File: config.mk
export PLATFORM = sky130hd
export DESIGN_NAME = mc_main_controller
export DESIGN_NICKNAME = d
export VERILOG_FILES = /design/src/rtl/mc_main_controller.sv
export SDC_FILE = /design/constraint.sdc
export NUM_CORES = 1
export LEC_CHECK = 0
export CAP_MARGIN = 20
export CORE_MARGIN = 2
export CORE_UTILIZATION = 37
export CTS_CLUSTER_SIZE = 25
export DETAILED_ROUTE_END_ITERATION = 10
export MAX_ROUTING_LAYER = met4
export PLACE_DENSITY = 0.83
export SLEW_MARGIN = 20
export SYNTH_ARGS = -nofsm -noshare
export SYNTH_HDL_FRONTEND = slang
export SYNTH_SLANG_ARGS = --single-unit
File: constraint.sdc
create_clock -name clk -period 1.7 [get_ports clk]
set_input_delay 0.425 -clock clk [delete_from_list [all_inputs] [get_ports clk]]
set_output_delay 0.425 -clock clk [all_outputs]
set_load 0.03 [all_outputs]
File: src/rtl/mc_main_controller.sv
// -----------------------------------------------------------------------------
// mc_main_controller
//   Multicycle MIPS main controller. A Moore FSM sequences each instruction over
//   3-5 cycles (plus memory wait states) and drives the datapath enables and
//   mux selects. It also flags unknown opcodes (sticky until reset) and exports
//   the current state index for debug.
//
//   Optional feature macro: MC_CTRL_BNE_EN
//     When defined, opcode 000101 (bne) is decoded into state BNE (index 12)
//     and the extra output BranchNe is present. When undefined, bne is illegal.
//
// Ports:
//   clk         in   clock, rising edge
//   rst         in   synchronous reset, active-high
//   opcode      in   IR[31:26], sampled in DECODE (and MEMADR for lw/sw split)
//   mem_ready   in   memory access completes this cycle
//   PCWrite     out  unconditional PC update
//   Branch      out  PC update if ALU Zero
//   IorD        out  memory address select (0 PC, 1 ALUOut)
//   IRWrite     out  instruction register load
//   MemWrite    out  memory write strobe
//   RegWrite    out  register file write
//   RegDst      out  write register select (0 rt, 1 rd)
//   MemToReg    out  writeback data select (0 ALUOut, 1 MDR)
//   ALUSrcA     out  ALU A select (0 PC, 1 rs)
//   ALUSrcB     out  ALU B select (00 rt, 01 4, 10 SignImm, 11 SignImm<<2)
//   ALUOp       out  ALU decoder mode (00 add, 01 sub, 10 funct)
//   PCSrc       out  PC source (00 ALU result, 01 ALUOut, 10 jump target)
//   BranchNe    out  PC update if ALU Zero is 0 (only with MC_CTRL_BNE_EN)
//   illegal_op  out  sticky unknown-opcode flag
//   state_o     out  current state index
// -----------------------------------------------------------------------------
module mc_main_controller #(
    parameter int OPCODE_W = 6,
    parameter int ALUOP_W  = 2,
    parameter int STATE_W  = 4
) (
    input  logic                clk,
    input  logic                rst,
    input  logic [OPCODE_W-1:0] opcode,
    input  logic                mem_ready,
    output logic                PCWrite,
    output logic                Branch,
    output logic                IorD,
    output logic                IRWrite,
    output logic                MemWrite,
    output logic                RegWrite,
    output logic                RegDst,
    output logic                MemToReg,
    output logic                ALUSrcA,
    output logic [1:0]          ALUSrcB,
    output logic [ALUOP_W-1:0]  ALUOp,
    output logic [1:0]          PCSrc,
`ifdef MC_CTRL_BNE_EN
    output logic                BranchNe,
`endif
    output logic                illegal_op,
    output logic [STATE_W-1:0]  state_o
);

    localparam logic [STATE_W-1:0] S_FETCH  = STATE_W'(0);
    localparam logic [STATE_W-1:0] S_DECODE = STATE_W'(1);
    localparam logic [STATE_W-1:0] S_MEMADR = STATE_W'(2);
    localparam logic [STATE_W-1:0] S_MEMRD  = STATE_W'(3);
    localparam logic [STATE_W-1:0] S_MEMWB  = STATE_W'(4);
    localparam logic [STATE_W-1:0] S_MEMWR  = STATE_W'(5);
    localparam logic [STATE_W-1:0] S_EXEC   = STATE_W'(6);
    localparam logic [STATE_W-1:0] S_ALUWB  = STATE_W'(7);
    localparam logic [STATE_W-1:0] S_BEQ    = STATE_W'(8);
    localparam logic [STATE_W-1:0] S_ADDIEX = STATE_W'(9);
    localparam logic [STATE_W-1:0] S_ADDIWB = STATE_W'(10);
    localparam logic [STATE_W-1:0] S_JUMP   = STATE_W'(11);
`ifdef MC_CTRL_BNE_EN
    localparam logic [STATE_W-1:0] S_BNE    = STATE_W'(12);
`endif

    localparam logic [OPCODE_W-1:0] OP_LW   = OPCODE_W'(6'b100011);
    localparam logic [OPCODE_W-1:0] OP_SW   = OPCODE_W'(6'b101011);
    localparam logic [OPCODE_W-1:0] OP_RTYP = OPCODE_W'(6'b000000);
    localparam logic [OPCODE_W-1:0] OP_BEQ  = OPCODE_W'(6'b000100);
    localparam logic [OPCODE_W-1:0] OP_ADDI = OPCODE_W'(6'b001000);
    localparam logic [OPCODE_W-1:0] OP_J    = OPCODE_W'(6'b000010);
`ifdef MC_CTRL_BNE_EN
    localparam logic [OPCODE_W-1:0] OP_BNE  = OPCODE_W'(6'b000101);
`endif

    localparam logic [ALUOP_W-1:0] ALU_ADD   = ALUOP_W'(2'b00);
    localparam logic [ALUOP_W-1:0] ALU_SUB   = ALUOP_W'(2'b01);
    localparam logic [ALUOP_W-1:0] ALU_FUNCT = ALUOP_W'(2'b10);

    logic [STATE_W-1:0] r_state;
    logic [STATE_W-1:0] w_state_next;
    logic               r_illegal;
    logic               w_illegal_dec;

    // State register and sticky illegal-opcode flag.
    always_ff @(posedge clk) begin
        if (rst) begin
            r_state   <= S_FETCH;
            r_illegal <= 1'b0;
        end else begin
            r_state <= w_state_next;
            if (w_illegal_dec) begin
                r_illegal <= 1'b1;
            end
        end
    end

    // Next-state logic.
    always_comb begin
        w_state_next  = S_FETCH;
        w_illegal_dec = 1'b0;
        case (r_state)
            S_FETCH:  w_state_next = mem_ready ? S_DECODE : S_FETCH;
            S_DECODE: begin
                case (opcode)
                    OP_LW, OP_SW: w_state_next = S_MEMADR;
                    OP_RTYP:      w_state_next = S_EXEC;
                    OP_BEQ:       w_state_next = S_BEQ;
                    OP_ADDI:      w_state_next = S_ADDIEX;
                    OP_J:         w_state_next = S_JUMP;
`ifdef MC_CTRL_BNE_EN
                    OP_BNE:       w_state_next = S_BNE;
`endif
                    default: begin
                        w_state_next  = S_FETCH;
                        w_illegal_dec = 1'b1;
                    end
                endcase
            end
            // IR holds the opcode, so the lw/sw split is re-read here.
            S_MEMADR: begin
                if (opcode == OP_LW) begin
                    w_state_next = S_MEMRD;
                end else if (opcode == OP_SW) begin
                    w_state_next = S_MEMWR;
                end else begin
                    w_state_next = S_FETCH;
                end
            end
            S_MEMRD:  w_state_next = mem_ready ? S_MEMWB : S_MEMRD;
            S_MEMWR:  w_state_next = mem_ready ? S_FETCH : S_MEMWR;
            S_EXEC:   w_state_next = S_ALUWB;
            S_ADDIEX: w_state_next = S_ADDIWB;
            default:  w_state_next = S_FETCH;  // writeback/branch/jump and unused codes
        endcase
    end

    // Output logic (Moore, except the FETCH handshake which gates on mem_ready).
    always_comb begin
        PCWrite  = 1'b0;
        Branch   = 1'b0;
        IorD     = 1'b0;
        IRWrite  = 1'b0;
        MemWrite = 1'b0;
        RegWrite = 1'b0;
        RegDst   = 1'b0;
        MemToReg = 1'b0;
        ALUSrcA  = 1'b0;
        ALUSrcB  = 2'b00;
        ALUOp    = ALU_ADD;
        PCSrc    = 2'b00;
`ifdef MC_CTRL_BNE_EN
        BranchNe = 1'b0;
`endif
        case (r_state)
            S_FETCH: begin
                ALUSrcB = 2'b01;
                // PC and IR load only on the completing cycle, so wait states
                // never advance the PC more than once.
                IRWrite = mem_ready;
                PCWrite = mem_ready;
            end
            S_DECODE: ALUSrcB = 2'b11;
            S_MEMADR: begin
                ALUSrcA = 1'b1;
                ALUSrcB = 2'b10;
            end
            S_MEMRD:  IorD = 1'b1;
            S_MEMWB: begin
                RegWrite = 1'b1;
                MemToReg = 1'b1;
            end
            S_MEMWR: begin
                IorD     = 1'b1;
                MemWrite = 1'b1;
            end
            S_EXEC: begin
                ALUSrcA = 1'b1;
                ALUOp   = ALU_FUNCT;
            end
            S_ALUWB: begin
                RegWrite = 1'b1;
                RegDst   = 1'b1;
            end
            S_BEQ: begin
                ALUSrcA = 1'b1;
                ALUOp   = ALU_SUB;
                PCSrc   = 2'b01;
                Branch  = 1'b1;
            end
            S_ADDIEX: begin
                ALUSrcA = 1'b1;
                ALUSrcB = 2'b10;
            end
            S_ADDIWB: RegWrite = 1'b1;
            S_JUMP: begin
                PCSrc   = 2'b10;
                PCWrite = 1'b1;
            end
`ifdef MC_CTRL_BNE_EN
            S_BNE: begin
                ALUSrcA  = 1'b1;
                ALUOp    = ALU_SUB;
                PCSrc    = 2'b01;
                BranchNe = 1'b1;
            end
`endif
            default: ;
        endcase
    end

    assign illegal_op = r_illegal;
    assign state_o    = r_state;

endmodule
==> metrics, run 1 <==
Vias/cell 6.86; YS warnings 0; internal reg-to-reg setup slack -0.08 ns; port bufs 28; GP Congestion 0.863; cells after synthesis 81; clock sinks 5; Final Setup Violations 11; Post-synth EDFFs 0; HP Start illegal_op; status finished, violations left; Worst-Margin Slew 0.423 ns; worst flop-to-flop path startpoint state_o[3]; vias in the first global route 731; WHS Path Cells 2; Ports 29; Slew Limit Fails 0; RSZ-0062 raised after global routing true; critical path's slowest cell dfxtp_4; Switching Share 0.349; Initial DRC Count 66; Max FO, Critical Path 8; via count 1050; final clock skew 0.00218 ns; largest area contributor in the netlist dfxtp_1; crit path capture type primary output; violations in the final reports setup timing; clock root cell clkbuf_4; Synthesized Nets 90; combinational fraction of design power 0.365; Hold Fails Final Rpt 0; Die W 42.2 um; GRT Residual Overflow 0; maximum vdd ir drop 0.000295 V; fin nets 148; Place WS -0.360 ns; Syn Area/Cell 6.66 sq um; core footprint 1330 sq um; cts hold-fix bufs 0; Post-DP Area 1010 sq um; share of power burned in registers 0.276; DIE HEIGHT 42.2 um; Post-DP HPWL 1500 um; min Tclk post-route 1.85 ns; Int Pwr 0.281 mW; design area 1300 sq um; flops & latches, synth 5; FFs w/ async S/R, synth 0; hold crit path type reg2reg; static leakage 0.580 nW; CP Data Required Time 1.27 ns; DRC 0; routed wire length 3660 um; Total Routing Usage GR 0.257; # rows 13; Distinct cells, synth 31; Most used DFF post-synth dfxtp_1; worst skew pair latency 0.25 ns; area grow syn2layout 140%; register area share after synthesis 0.186; critical path's most frequent cell buf_6; Die ar. 1780 sq um; CTS tree done; fmax 541 MHz; Reg clk slew, reported paths 0.05 ns; first-pass GRT wire length 3480 um; antenna viol nets, final 0; H-tree levels 1; Clock Tree Buf Depth 2; share of layout cells above drive strength 1 0.594; max-cap viol count 0; fin crit share 1.09; Slew headroom 0.714; TritonRoute pass-1 iters 4; reg2reg path depth 5; power per cell area 333 nW/um^2; WL per Instance 23.9 um; worst path bufs/invs 2; final worst slack -0.150 ns; delay-heaviest family, CP simple AND/OR/NAND/NOR gates; CP Class reg2out; synth top area cells dfxtp_1 (19%), a21oi_1 (9.3%), nor3_1 (8.4%); critical path arrival 1.42 ns; diode count 0; Worst Hold End illegal_op; cell-by-cell trace of the critical path buf_6 > nor2_4 > nor4b_4 > or2_4 > buf_6; Final Core Density 0.972; top-area cell type share of the netlist area 0.186; CP peak stage delay 0.37 ns; Mapped Area 539 sq um; clock power share 0.359; antenna violations before repair 0; net switching power 0.150 mW; starting density of the core 0.404; largest net degree at the start of global routing 11; TritonCTS buffer count 3; CP Launch Type flop; r2r endpoint state_o[0]
## state kept, by name, indices dropped and copies added (netlist names)
name        flops
state_o         4
illegal_op      1
## worst max-delay path by stage
stage | to | start | slack [ns] | depth (start not counted)
2_1_floorplan | PCWrite | state_o[3] | -0.07 | 4
3_3_place_gp | illegal_op | opcode[2] | -0.34 | 5
3_5_place_dp | illegal_op | opcode[2] | -0.36 | 5
4_1_cts | PCWrite | state_o[3] | -0.09 | 5
5_1_grt | PCWrite | state_o[3] | -0.18 | 5
6_report | PCWrite | state_o[2] | -0.15 | 5
## Yosys cell counts (2+ instances only)
library cell and count:
clkbuf_1 5, nor3_1 9, nand3_1 2, nand3b_1 2
inv_1 3, or2_2 2, or3_1 3, a21oi_1 10
dfxtp_1 5, nand2b_1 5, nand2_1 5, o21ai_0 2
xor2_1 2, nor2_1 9
## stage by stage
step	hold slack (ns)	setup TNS [ns]	total power, mW	instances
6_report	0.505	-0.660	0.431	153
2_1_floorplan	0.497	-0.0835	0.183	81
5_1_grt	0.548	-0.968	0.440	153
3_3_place_gp	0.462	-1.57	0.247	136
3_5_place_dp	0.471	-1.82	0.250	136
4_1_cts	0.519	-0.219	0.391	141
## what timing repair did
item                       CTS  global route
setup buffers                1            12
setup endpoints to repair   21            17
gates cloned                 0             0
gates resized for setup     26            29
pin swaps                    7            10
## placed cells by master (no fill, tap or decap), types with 2 or more instances in the layout
cell type and count:
buf_4 27, buf_6 18, a21oi_1 9, dlygate4sd2_1 8
nor3_1 6, nand2b_4 5, dfxtp_4 4, nor2_4 3
nor2_2 3, nand2_2 3, nor2_1 3, clkbuf_4 3
clkdlybuf4s50_1 3, inv_1 2, xor2_1 2, nor3_4 2
nand2_1 2, nand3_1 2, o21ai_0 2, or3_4 2
nand3b_1 2
## area by class of cell
type                            instances  area [sq um]
Multi-Input combinational cell         66           572
Timing Repair Buffer                   60           553
Sequential cell                         5           115
Fill cell                              20          37.5
Clock buffer                            4          26.3
Tap cell                               15          18.8
Inverter                                3          11.3
## power groups by stage
stage                     combinational [mW]  sequential, mW  clock (mW)
after global placement                 0.123           0.124           0
final                                  0.157           0.119       0.155
after CTS                              0.127           0.121       0.143
after floorplan                       0.0562           0.127           0
after detailed placement               0.126           0.124           0
after global routing                   0.162           0.119       0.159
## worst reg2reg max path: stages (launching register included)
cell     delay [ns]
dfxtp_4        0.36
or4b_1         0.62
buf_4          0.18
nor3_1         0.24
a21oi_1        0.09
a21oi_1        0.20
## cells by family (layout without fill, tap and decap cells)
| kind of cell | after synthesis | count (layout) | synth area share |
|---|---|---|---|
| buffers and inverters | 10 | 67 | 0.0789 |
| AOI/OAI and AO/OA | 20 | 20 | 0.244 |
| and+or+nand+nor | 43 | 43 | 0.443 |
| DFF | 5 | 5 | 0.186 |
| xor gates and xnor gates | 3 | 3 | 0.0487 |
## per-layer routing
| metal | routed length [um] | global-route usage | up-vias |
|---|---|---|---|
| met5 | 0 | - | - |
| met4 | 260 | 0.0813 | 0 |
| met2 | 1750 | 0.462 | 115 |
| met1 | 1280 | 0.288 | 490 |
| met3 | 372 | 0.0431 | 37 |
| li1 | - | - | 408 |
(Power assumes the default switching activity.)
==> inputs of run 2 (changes only) <==
--- a/config.mk
+++ b/config.mk
@@ -5,6 +5,7 @@
 export SDC_FILE = /design/constraint.sdc
 export NUM_CORES = 1
 export LEC_CHECK = 0
+export ABC_CLOCK_PERIOD_IN_PS = 1700
 export CAP_MARGIN = 20
 export CORE_MARGIN = 2
 export CORE_UTILIZATION = 37
==> results of run 2 <==
Same layout as run 1: the final DEF is identical, and so are final timing and power.
==> inputs of run 3 (changes only) <==
--- a/config.mk
+++ b/config.mk
@@ -5,6 +5,7 @@
 export SDC_FILE = /design/constraint.sdc
 export NUM_CORES = 1
 export LEC_CHECK = 0
+export ABC_AREA = 1
 export ABC_CLOCK_PERIOD_IN_PS = 1700
 export CAP_MARGIN = 20
 export CORE_MARGIN = 2
@@ -12,7 +13,7 @@
 export CTS_CLUSTER_SIZE = 25
 export DETAILED_ROUTE_END_ITERATION = 10
 export MAX_ROUTING_LAYER = met4
-export PLACE_DENSITY = 0.83
+export PLACE_DENSITY = 0.84
 export SLEW_MARGIN = 20
 export SYNTH_ARGS = -nofsm -noshare
 export SYNTH_HDL_FRONTEND = slang
==> metrics, run 3 <==
status finished, violations left (unchanged); violations in the final reports setup timing (unchanged); Slew Limit Fails 0 (unchanged); register area share after synthesis 0.194 (was 0.186); Total Routing Usage GR 0.204 (was 0.257); YS warnings 0 (unchanged); CP Launch Type flop (unchanged); min Tclk post-route 1.79 ns (was 1.85 ns); worst flop-to-flop path startpoint state_o[2] (was state_o[3]); largest area contributor in the netlist dfxtp_1 (unchanged); flops & latches, synth 5 (unchanged); power per cell area 378 nW/um^2 (was 333 nW/um^2); WHS Path Cells 2 (unchanged); H-tree levels 1 (unchanged); CP Class reg2out (unchanged); FFs w/ async S/R, synth 0 (unchanged); most frequent cells in the layout buf_4 (32), nor2_1 (17), nand2_1 (15) (was buf_4 (27), buf_6 (18), a21oi_1 (9)); GP Congestion 0.781 (was 0.863); most numerous cell in the Yosys netlist nor2_1 (was a21oi_1); Hold Fails Final Rpt 0 (unchanged); final worst slack -0.0884 ns (was -0.150 ns); Clock Tree Buf Depth 2 (unchanged); starting density of the core 0.396 (was 0.404); crit path capture type primary output (unchanged); Max FO, Critical Path 3 (was 8); Reg clk slew, reported paths 0.04 ns (was 0.05 ns); Mapped Area 515 sq um (was 539 sq um); internal reg-to-reg setup slack 0.45 ns (was -0.08 ns); diode count 0 (unchanged); TritonCTS buffer count 3 (unchanged); Slew headroom 0.790 (was 0.714); Fillers 105 (was 20); largest net degree at the start of global routing 6 (was 11); hold crit path type reg2reg (unchanged); Synthesized Nets 108 (was 90); Ports 29 (unchanged); HP Start illegal_op (unchanged); Vias/cell 4.76 (was 6.86); clock sinks 5 (unchanged); routed wire length 1720 um (was 3660 um); CTS tree done (unchanged); Largest register FFs 4 (unchanged); antenna violations before repair 0 (unchanged); commonest cells in the synthesized netlist nor2_1 (23), inv_1 (17), nand2_1 (17) (was a21oi_1 (10), nor2_1 (9), nor3_1 (9)); maximum vdd ir drop 0.000357 V (was 0.000295 V); r2r endpoint state_o[1] (was state_o[0]); Distinct cells, synth 16 (was 31); Final Core Density 0.780 (was 0.972); via count 780 (was 1050); # rows 13 (unchanged); GRT Residual Overflow 0 (unchanged); reg2reg path depth 8 (was 5); Final Setup Violations 2 (was 11); first-pass GRT wire length 2320 um (was 3480 um); Syn Area/Cell 5.21 sq um (was 6.66 sq um); cts hold-fix bufs 0 (unchanged); max-cap viol count 0 (unchanged); final clock skew 0.00381 ns (was 0.00218 ns); top-area cell type share of the netlist area 0.194 (was 0.186); fin nets 159 (was 148); Initial DRC Count 22 (was 66); DRC 0 (unchanged); Post-DP HPWL 1330 um (was 1500 um); fin crit share 1.05 (was 1.09); Worst-Margin Slew 0.314 ns (was 0.423 ns); Post-synth EDFFs 0 (unchanged); RSZ-0062 raised after global routing true (unchanged); WL per Instance 10.5 um (was 23.9 um); fmax 559 MHz (was 541 MHz); critical path arrival 1.36 ns (was 1.42 ns); TritonRoute pass-1 iters 4 (unchanged); antenna viol nets, final 0 (unchanged); worst skew pair latency 0.23 ns (was 0.25 ns); commonest non-fill, non-tap cell in the layout buf_4 (unchanged); share of layout cells above drive strength 1 0.470 (was 0.594); vias in the first global route 604 (was 731); Die W 41.3 um (was 42.2 um); Most used DFF post-synth dfxtp_1 (unchanged); synth top area cells dfxtp_1 (19%), nor2_1 (17%), inv_1 (12%) (was dfxtp_1 (19%), a21oi_1 (9.3%), nor3_1 (8.4%)); CP Data Required Time 1.27 ns (about the same); DIE HEIGHT 41.3 um (was 42.2 um); clock root cell clkbuf_4 (unchanged); cells after synthesis 99 (was 81); overall power 0.383 mW (was 0.431 mW); static leakage 0.577 nW (was 0.580 nW); area grow syn2layout 96.8% (was 140%); core footprint 1300 sq um (was 1330 sq um); port bufs 28 (unchanged); Die ar. 1710 sq um (was 1780 sq um); Worst Hold End illegal_op (unchanged)
[run 3: cell types whose count changed in the layout (fill, tap and decap cells not counted), sizes merged, moves of 6 or more]
cell	previous run	this run
a21oi	10	4
inv	3	23
nor3	9	1
nand2	5	22
nand3	2	9
buf	46	34
nor2	9	26
[run 3: worst max path at each step]
stage / start / depth (start not counted) / endpoint / slack, ns
6_report: state_o[3] / 7 / ALUSrcA / -0.09
5_1_grt: state_o[3] / 7 / ALUSrcA / -0.15
4_1_cts: state_o[0] / 7 / RegWrite / -0.08
3_5_place_dp: state_o[0] / 7 / ALUSrcA / -0.29
3_3_place_gp: state_o[0] / 7 / ALUSrcA / -0.26
2_1_floorplan: state_o[1] / 4 / RegWrite / -0.08
[run 3: cell type report]
| type | instances | area (sq um) | area share |
|---|---|---|---|
| tap | 15 | 18.8 | 0.0185 |
| clock buffer | 4 | 26.3 | 0.0259 |
| multi-input combinational | 70 | 380 | 0.375 |
| inverter | 23 | 86.3 | 0.0851 |
| timing repair buffer | 47 | 390 | 0.385 |
| sequential | 5 | 113 | 0.111 |
[run 3: routing by layer]
layer / global-route usage / vias to the layer above / part of all wire
li1: - / 408 / -
met1: 0.227 / 340 / 0.36
met2: 0.414 / 32 / 0.57
met3: 0.0160 / 0 / 0.066
met4: 0 / 0 / 0
met5: - / - / 0
[run 3: logic make-up (layout without fill, tap and decap cells)]
group,count (synthesis),in the layout,synth area share
compound gates,11,11,0.117
buf+inv,24,74,0.182
flops,5,5,0.194
simple gates,59,59,0.507
[run 3: worst max-delay path, stage by stage, from the launching register on]
cell and delay [ns]:
dfxtp_2 0.32, inv_2 0.05, nand2_1 0.08, inv_1 0.07, nand2_2 0.08, nand2_2 0.06, or3_4 0.32, buf_6 0.14
[run 3: timing repair]
| action | CTS | global route |
|---|---|---|
| setup buffers | 1 | 1 |
| pin swaps | 0 | 3 |
| gates cloned | 0 | 0 |
| resized for setup | 18 | 13 |
| setup endpoints to repair | 8 | 10 |
[run 3: stage by stage]
step	setup TNS (ns)	hold slack, ns	setup slack, ns	instance area [sq um]	std cells
floorplan	-0.113	0.487	-0.0751	538	99
global placement	-0.314	0.443	-0.261	922	158
detailed placement	-0.369	0.455	-0.289	922	158
CTS	-0.161	0.466	-0.0783	975	163
global route	-0.348	0.491	-0.148	1010	164
finish	-0.124	0.459	-0.0884	1010	164
[run 3: power breakdown]
group	switching, mW	internal [mW]	total, mW
Combinational	0.0690	0.0616	0.131
Sequential	0.00443	0.118	0.123
Clock	0.0418	0.0883	0.130
Total	0.115	0.268	0.383
==> edit: new RTL, flow settings as in run 2 <==
The parameter `STATE_W` goes from 4 to 5.
--- a/src/rtl/mc_main_controller.sv
+++ b/src/rtl/mc_main_controller.sv
@@ -34,5 +34,5 @@
     parameter int OPCODE_W = 6,
     parameter int ALUOP_W  = 2,
-    parameter int STATE_W  = 4
+    parameter int STATE_W  = 5
 ) (
     input  logic                clk,
Ports: changed (resized state_o); port bits go from 29 to 30. No check against the original RTL was run, so the function may have changed too.
==> edit against run 2 <==
  * The flow still finishes with violations (setup timing)
  * Final area down 0.87%
  * Non-clock buffer count shrank 1
  * Largest cell class unchanged
  * Routed wire length decreased by 5.6%
  * Area after synthesis increased by 2.1%
  * Sequential cell count unchanged
  * Power barely moved
  * Die area increased by 1.9%
  * Worst setup slack gained 0.049 ns
==> edit: results (changes against run 2) <==
INFO  metric timing.reg2reg.setup_slack = -0.02 ns (+0.06 ns)
INFO  metric routed_wirelength_normalized_by_instance_count = 22.6 um (-5.6%)
INFO  metric outcome = complete, but fails checks
INFO  metric gr-usage-met3 = 3.45% (-0.86 points)
INFO  metric yosys-top-cells-area = sky130_fd_sc_hd__dfxtp_1 18%, sky130_fd_sc_hd__a21oi_1 9.1%, sky130_fd_sc_hd__nor3_1 8.2%
INFO  metric vias_per_cell = 6.59 (-3.9%)
INFO  metric pwr-share-seq = 27.7% (about the same)
INFO  metric final.setup.tns = -0.415 ns (+0.246 ns)
INFO  metric power.static_leakage = 0.613 nW (+5.7%)
INFO  metric post_synth_top_area_share = 18.2% (-0.38 points)
INFO  metric yosys.cell_types.count = 32 (+3.2%)
INFO  metric place.gp.congestion = 0.835 (-3.2%)
INFO  metric net-switching-power = 0.153 mW (+2.0%)
INFO  metric placedInstanceArea = 0.00102 mm^2 (+0.37%)
INFO  metric critical_path.reg2reg.endpoint = state_o[1]
INFO  metric met3RoutedLength = 369 um (-0.81%)
INFO  metric slowest_delay = 0.39 ns (+0.02 ns)
INFO  metric violations_in_the_final_reports = setup timing
INFO  metric max-vdd-ir-drop = 0.000305 V (+3.4%)
INFO  metric cts_resized = 33 (+27%)
INFO  metric final.setup.worst_slack = -0.100 ns (+0.0491 ns)
INFO  metric grt_first_pass_wirelength = 3860 um (+11%)
INFO  metric route.met2.wl = 1560 um (-11%)
INFO  metric final_setup_violation_count = 11 (unchanged)
INFO  metric use_met1 = 31.4% (+2.7 points)
INFO  metric detailedRoute.firstIterationViolations = 80 (+21%)
INFO  metric fin_worst_skew = 0.0126 ns (+0.0104 ns)
INFO  metric hpwlAfterDp = 1500 um (-0.11%)
INFO  metric first_global_vias = 854 (+17%)
INFO  metric post-cts-setup-buffers = 4 (+3)
==> edit: area by class of cell <==
class | count | area [um^2]
Timing Repair Buffer | 59 | 517
Fill cell | 36 | 65.1
Clock buffer | 4 | 26.3
Sequential cell | 5 | 115
Tap cell | 15 | 18.8
Multi-Input combinational cell | 67 | 597
Inverter | 3 | 11.3
==> edit: metrics by stage <==
stage | cells | worst slack [ns] | utilization [%]
6_report | 153 | -0.100 | 95.2
5_1_grt | 153 | -0.124 | 95.2
4_1_cts | 145 | -0.0596 | 84.6
3_5_place_dp | 137 | -0.364 | 75.3
3_3_place_gp | 137 | -0.364 | 75.3
2_1_floorplan | 83 | -0.0720 | -
==> edit: logic make-up after synthesis <==
logic type / Yosys count / synth area share (%)
AO/OA/AOI/OAI: 20 / 23.9
AND/OR/NAND/NOR: 43 / 43.4
flip-flops: 5 / 18.2
buffers and inverters: 11 / 9.09
XOR/XNOR: 3 / 4.77
other: 1 / 0.681
